--- src/rtl/lc3b_decode_stage.sv ---
// LC-3b ID stage: decodes the IF instruction and registers it as the ID/EX latch.
// Optional load-use interlock is enabled by defining LOAD_USE_INTERLOCK_EN.
package lc3b_pkg;

  typedef enum logic [2:0] {
    alu_add, alu_and, alu_not, alu_pass, alu_sll, alu_srl, alu_sra
  } lc3b_aluop;

  typedef enum logic [1:0] {
    pcmux_pc2, pcmux_branch, pcmux_jmp, pcmux_trap
  } lc3b_pcmux_sel;

  typedef struct packed {
    logic [3:0]    opcode;
    lc3b_aluop     aluop;
    lc3b_pcmux_sel pcmux_sel;
    logic          load_pc;
    logic          load_regfile;
    logic          load_cc;
    logic          mem_read;
    logic          mem_write;
    logic          check_rd;
    logic          check_rs;
    logic          check_rt;
    logic [7:0]    trapvect;
  } lc3b_control_word;

  localparam logic [3:0] op_br   = 4'b0000;
  localparam logic [3:0] op_add  = 4'b0001;
  localparam logic [3:0] op_ldb  = 4'b0010;
  localparam logic [3:0] op_stb  = 4'b0011;
  localparam logic [3:0] op_jsr  = 4'b0100;
  localparam logic [3:0] op_and  = 4'b0101;
  localparam logic [3:0] op_ldr  = 4'b0110;
  localparam logic [3:0] op_str  = 4'b0111;
  localparam logic [3:0] op_rti  = 4'b1000;
  localparam logic [3:0] op_not  = 4'b1001;
  localparam logic [3:0] op_ldi  = 4'b1010;
  localparam logic [3:0] op_sti  = 4'b1011;
  localparam logic [3:0] op_jmp  = 4'b1100;
  localparam logic [3:0] op_shf  = 4'b1101;
  localparam logic [3:0] op_lea  = 4'b1110;
  localparam logic [3:0] op_trap = 4'b1111;

endpackage

// Purpose: decode if_ir into control word + register specifiers, bubble on load-use.
// Latency: 1 cycle from acceptance (if_valid && if_ready) to the id_* outputs.
// Backpressure: ex_stall holds the latch and drops if_ready; flush overrides both.
module lc3b_decode_stage
  import lc3b_pkg::*;
#(
  parameter logic [15:0] RESET_PC = 16'h0000
) (
  input  logic             clk,
  input  logic             reset,
  input  logic             if_valid,
  input  logic [15:0]      if_ir,
  input  logic [15:0]      if_pc,
  input  logic             ex_stall,
  input  logic             flush,
  output logic             if_ready,
  output logic             id_valid,
  output lc3b_control_word id_ctrl,
  output logic [15:0]      id_ir,
  output logic [15:0]      id_pc,
  output logic [2:0]       id_sr1,
  output logic [2:0]       id_sr2,
  output logic [2:0]       id_dest
);

  lc3b_control_word dec;
  logic [3:0] opcode;
  logic [2:0] dec_sr1;
  logic [2:0] dec_sr2;
  logic [2:0] dec_dest;
  logic       interlock;

  assign opcode  = if_ir[15:12];
  assign dec_sr1 = if_ir[8:6];

  // Stores read their data register from the field that is the destination elsewhere.
  assign dec_sr2 = (opcode == op_str || opcode == op_stb || opcode == op_sti) ?
                   if_ir[11:9] : if_ir[2:0];

  assign dec_dest = (opcode == op_jsr || opcode == op_trap) ? 3'd7 : if_ir[11:9];

  always_comb begin
    dec          = '0;
    dec.opcode   = opcode;
    dec.trapvect = if_ir[7:0];
    case (opcode)
      op_add, op_and: begin
        dec.aluop        = (opcode == op_add) ? alu_add : alu_and;
        dec.load_regfile = 1'b1;
        dec.load_cc      = 1'b1;
        dec.check_rd     = 1'b1;
        dec.check_rs     = 1'b1;
        dec.check_rt     = ~if_ir[5];
      end
      op_not: begin
        dec.aluop        = alu_not;
        dec.load_regfile = 1'b1;
        dec.load_cc      = 1'b1;
        dec.check_rd     = 1'b1;
        dec.check_rs     = 1'b1;
      end
      op_shf: begin
        // ir[4] selects direction; ir[5] only matters for right shifts.
        dec.aluop    = !if_ir[4] ? alu_sll : (if_ir[5] ? alu_sra : alu_srl);
        dec.check_rs = 1'b1;
      end
      op_ldr, op_ldb, op_ldi: begin
        dec.mem_read     = 1'b1;
        dec.load_regfile = 1'b1;
        dec.load_cc      = 1'b1;
        dec.check_rs     = 1'b1;
      end
      op_str, op_stb, op_sti: begin
        dec.mem_write = 1'b1;
        dec.check_rs  = 1'b1;
        dec.check_rt  = 1'b1;
      end
      op_br: begin
        if (if_ir[11:9] != 3'b000) begin
          dec.load_pc   = 1'b1;
          dec.pcmux_sel = pcmux_branch;
        end
      end
      op_jmp: begin
        dec.check_rs = 1'b1;
      end
      default: begin
      end
    endcase
  end

`ifdef LOAD_USE_INTERLOCK_EN
  assign interlock = if_valid && id_valid && id_ctrl.mem_read && id_ctrl.load_regfile &&
                     ((dec.check_rs && dec_sr1 == id_dest) ||
                      (dec.check_rt && dec_sr2 == id_dest));
`else
  assign interlock = 1'b0;
`endif

  assign if_ready = flush || (!ex_stall && !interlock);

  always_ff @(posedge clk) begin
    if (reset) begin
      id_valid <= 1'b0;
      id_ctrl  <= '0;
      id_ir    <= '0;
      id_pc    <= RESET_PC;
      id_sr1   <= '0;
      id_sr2   <= '0;
      id_dest  <= '0;
    end else if (flush) begin
      id_valid <= 1'b0;
    end else if (ex_stall) begin
      id_valid <= id_valid;
    end else if (interlock) begin
      id_valid <= 1'b0;
      id_ctrl  <= '0;
      id_ir    <= '0;
      id_pc    <= '0;
      id_sr1   <= '0;
      id_sr2   <= '0;
      id_dest  <= '0;
    end else begin
      id_valid <= if_valid;
      id_ctrl  <= if_valid ? dec : '0;
      id_ir    <= if_ir;
      id_pc    <= if_pc;
      id_sr1   <= dec_sr1;
      id_sr2   <= dec_sr2;
      id_dest  <= dec_dest;
    end
  end

endmodule

--- config.mk ---
export PLATFORM = sky130hd
export DESIGN_NAME = lc3b_decode_stage
export DESIGN_NICKNAME = d
export VERILOG_FILES = /design/src/rtl/lc3b_decode_stage.sv
export SDC_FILE = /design/constraint.sdc
export NUM_CORES = 1
export LEC_CHECK = 0
export CORE_ASPECT_RATIO = 1.4
export CORE_MARGIN = 2
export CORE_UTILIZATION = 42
export DETAILED_ROUTE_END_ITERATION = 16
export PLACE_DENSITY = 0.8
export RECOVER_POWER = 50
export SETUP_SLACK_MARGIN = 0.5
export SYNTH_ARGS = -nofsm -noshare
export SYNTH_HDL_FRONTEND = slang
export SYNTH_SLANG_ARGS = --single-unit
export TNS_END_PERCENT = 10
--- constraint.sdc ---
create_clock -name clk -period 1.5 [get_ports clk]
set_clock_uncertainty 0.2 [all_clocks]
set_input_delay 0.225 -clock clk [delete_from_list [all_inputs] [get_ports clk]]
set_output_delay 0.225 -clock clk [all_outputs]
set_load 0.01 [all_outputs]
# After elaboration in Yosys (flattened, before gate mapping)
# Cells that the tools add are included.
[op_classes]
eq_ne = 13
muxes = 15
bitwise_logic = 3
n_reduce_logical = 15
[op_table]
columns = ["operator", "n"]
rows = [
  ["25-bit 2-to-1 mux", 1],
  ["4-bit == test, second input constant", 6],
  ["4-bit by 3-bit == test with 1-bit output, second input constant", 4],
  ["11-bit OR reduction", 1],
  ["2-bit 2-to-1 mux", 5],
  ["3-bit case mux with 3 select lines", 1],
  ["3-bit OR reduction", 3],
  ["4-bit by 2-bit == test with 1-bit output, second input constant", 2],
  ["3-bit 2-to-1 mux", 2],
  ["6-bit OR reduction", 1],
  ["1-bit 2-to-1 mux", 5],
  ["4-bit by 1-bit == test with 1-bit output, second input constant", 1],
  ["4-bit logical NOT", 1],
  ["1-bit logical OR", 4],
  ["2-bit OR reduction", 2],
  ["1-bit NOT", 3],
  ["3-bit nonzero test", 1],
  ["1-bit case mux with 2 select lines", 1],
  ["2-bit AND reduction", 1],
  ["1-bit logical NOT", 1],
]
[word_totals]
ff_bits = 67
out_inout_bits = 68
word_cells = 64

# Longest topological paths before layout
[depth]
depth_word = 4
depth_mapped = 6

# Least setup slack after synthesis
# No wires, ideal clock.
[synth_path]
path_type = "input port to flip-flop"
startpoint = "input flush"
endpoint = "register id_ctrl[10] in the netlist's numbering"
t_arrival_ps = 1023
path_slack_ps = 149
stages = 6
path_buffers = 3
cell_sequence = "buf_4 or2_1 buf_6 buf_6 a32oi_1 nor2_1"
[synth_between]
elab_chain_len = 2
[synth_lines]
columns = ["item", "line_no", "rtl"]
rows = [
  ["start: declaration", "61", "input logic flush,"],
  ["1-bit NOT (no source line)", "-", ""],
  ["2-bit AND reduction (no source line)", "-", ""],
  ["end signal: assignment", "171", "id_ctrl <= if_valid ? dec : '0;"],
  ["end: declaration", "64", "output lc3b_control_word id_ctrl,"],
]
# Every way passes these cells.
# A chain may end at the register's enable or synchronous reset.

# Worst setup path after layout
[layout_path]
startpoint = "input flush"
endpoint = "register id_ctrl[23] in the netlist's numbering"
# Same word-level chain as after synthesis.

==> results.sh <==
export IMPL_status="complete, but fails checks"
export IMPL_violations="negative hold slack"
export IMPL_grt_usage_pct=24.1
export IMPL_critPathLaunch="flush"
export IMPL_antenna_found_initial=0
export IMPL_maxCapViolations=0
export IMPL_die_area_um2=6300
export IMPL_synth_area_leaders="dfxtp_1 51%, nand2_1 13%, a21oi_1 9.5%, a31oi_1 2.4%, buf_4 2.2%"
export IMPL_layout_commonest_cell="nand2_1"
export IMPL_cp_data_arrival_time_ps=1390
export IMPL_r2r_end="id_ctrl[23]"
export IMPL_die_h_um=93.1
export IMPL_drive_gt1_share_pct=40.9
export IMPL_synth_cells=291
export IMPL_hold_buffers=0
export IMPL_period_share_pct=91.2
export IMPL_drtIter0Drc=136
export IMPL_finalMaxSlewViolations=0
export IMPL_dr_total_vias=2631
export IMPL_syn_nets=328
export IMPL_swShare_pct=26.0
export IMPL_synth_area_um2=2380
export IMPL_rr_startpoint="id_ctrl[23]"
export IMPL_rsz0062_at_grt="yes"
export IMPL_cp_required_ps=1520
export IMPL_wl_mm=7.93
export IMPL_ff2ff_setup_slack_ps=510
export IMPL_placed_area_um2=3670
export IMPL_synth_top_area_share_pct=51.3
export IMPL_grt_max_degree=30
export IMPL_clock_sinks=61
export IMPL_hold_violations=1
export IMPL_start_util_pct=43.4
export IMPL_syn_to_final_growth_pct=63.3
export IMPL_gp_congestion=0.827
export IMPL_vias_per_cell=5.34
export IMPL_synth_main_ff_cell="dfxtp_1"
export IMPL_p_per_area_nw_per_um2=950
export IMPL_ys_seq_area_share_pct=51.3
export IMPL_yosysWarnings=0
export IMPL_fin_area_um2=3890
export IMPL_cp_max_fo=8
export IMPL_stdcell_count=493
export IMPL_synth_seq_cells=61
export IMPL_synth_area_leader_cell="dfxtp_1"
export IMPL_p_int_mw=2.73
export IMPL_grt_pass1_wl_mm=11.4
export IMPL_p_seq_share_pct=46.6
export IMPL_ff2ff_path_depth=3
export IMPL_setup_violations=0
export IMPL_clk_insertion_delay_late_ps=330
export IMPL_first_global_vias=2403
export IMPL_final_util_pct=70.9
export IMPL_placed_cells=467
export IMPL_syn_avg_cell_area_um2=8.19
export IMPL_cp_slowest_cell="clkbuf_1"
export IMPL_cpMostUsedCell="clkbuf_1"
export IMPL_endpoint="id_ctrl[23]"
export IMPL_cts_root_buffer="clkbuf_8"
export IMPL_post_drt_wl_per_cell_um=16.1
export IMPL_fp_dieW_um=67.7
export IMPL_dp_hpwl_mm=4.98
export IMPL_synthArstFlopShare_pct=0
export IMPL_numCtsBuffers=9
export IMPL_whs_ps=-46.8
export IMPL_fin_crit_ps=1370
export IMPL_io_pins=105
export IMPL_drt_pass1_iterations=4
export IMPL_port_buffers=103
export IMPL_min_path_type="in -> reg"
export IMPL_rows=32
export IMPL_layout_nets=457
export IMPL_ir_worst_vdd_uv=621
export IMPL_htreeDepth=3
export IMPL_path_cells="clkbuf_1 -> clkbuf_1 -> nor2_4 -> buf_12 -> clkbuf_1 -> buf_12 -> a31oi_4 -> nor2_1"
export IMPL_path_class="in -> reg"
export IMPL_fmax_ghz=0.731
export IMPL_clk_pin_slew_ps=60
export IMPL_power_switching_mw=0.959
export IMPL_crit_path_end_kind="flip-flop"
export IMPL_cpPeakStageDelay_ps=270
export IMPL_power_clock_fraction_pct=36.5
export IMPL_combinationalPowerShare_pct=16.9
export IMPL_final_cell_mix="79 x nand2_1, 50 x buf_2, 42 x a21oi_1"
export IMPL_worstSetupStartpointType="input port"
export IMPL_coreArea_um2=5490
export IMPL_synth_edf_count=0
export IMPL_clockBufferDepth=2
export IMPL_finalPower_mw=3.69
export IMPL_ys_types=34
export IMPL_p_leak_nw=1.72
export IMPL_postRouteAntennaNets=0
export IMPL_grt_remaining_overflow=0
export IMPL_cts_tree="done"
export IMPL_drc=0
export IMPL_num_antenna_cells=0
-- cell type report --
cell class              instances  area (µm²)
inverters                       3        11.3
repair buffers                149        1260
fillers                       426        1600
well taps                      68        85.1
clock buffers                  13         169
multi-input cells             196        1080
flip-flops and latches         61        1260
clock inverters                 3        18.8
-- state kept, by name (all words and copies together), names as in the netlist --
register / cells
id_ctrl: 22
id_dest: 3
id_sr2: 3
id_ir: 16
id_pc: 16
id_valid: 1
-- metal layers --
metal	wire [µm]	vias up	global-route usage, %
met1	2940	1236	28.3
met2	4120	136	40.0
li1	-	1237	-
met3	566	22	5.78
met5	0	-	0
met4	295	0	11.9
-- through the flow --
step | worst slack (ps) | setup TNS [ps]
global route | 122 | 0
finish | 132 | 0
CTS | 250 | 0
global placement | -305 | -14660
detailed placement | -325 | -15750
floorplan | 177 | 0
-- power by group through the flow --
stage	logic (mW)	registers [mW]	clock network, mW
finish	0.626	1.72	1.35
global route	0.668	1.73	1.44
CTS	0.572	1.72	1.37
detailed placement	0.593	1.75	0
global placement	0.583	1.75	0
floorplan	0.209	1.78	0
-- logic make-up (layout without fill, tap and decap cells) --
logic type                Yosys count  count (layout)  share of synthesized area [%]
other                               1               1                          0.157
DFF                                61              61                           51.3
and+or+nand+nor                   121             121                           22.0
AOI/OAI and AO/OA                  73              73                           18.0
xor gates and xnor gates            1               1                          0.368
buffers and inverters              34             168                           8.19
-- worst max-delay path, delay by kind of cell --
kind | cells | cell delay, ps
and+or+nand+nor | 2 | 120
buffers and inverters | 5 | 850
AOI/OAI and AO/OA | 1 | 180
-- worst min path at each step --
stage,startpoint,end,slack (ps),cells past startpoint
after detailed placement,id_pc[6],id_pc[6],250,2
after global routing,ex_stall,id_valid,-50,3
after CTS,reset,id_ir[10],90,2
final,ex_stall,id_valid,-50,3
after floorplan,if_ir[0],id_ir[0],160,2
after global placement,id_ir[12],id_ir[12],240,2
-- synthesized netlist by cell type, types with 2 or more instances --
master,instances
a311oi_1,3
o21a_1,4
o211ai_1,2
buf_4,7
nand3_1,7
inv_1,3
nand2_1,83
nor2_1,14
nand4_1,6
a21oi_1,45
dfxtp_1,61
a32oi_1,3
buf_2,9
a31oi_1,9
o21ai_0,3
clkbuf_1,11
buf_6,4
-- timing repair --
action	CTS	global route
buffers inserted	5	2
setup endpoints to repair	128	128
resized for setup	309	78
pin swaps	3	19
gates cloned	2	1
endpoints found under the hold margin	0	1
(Power assumes the default switching activity.)
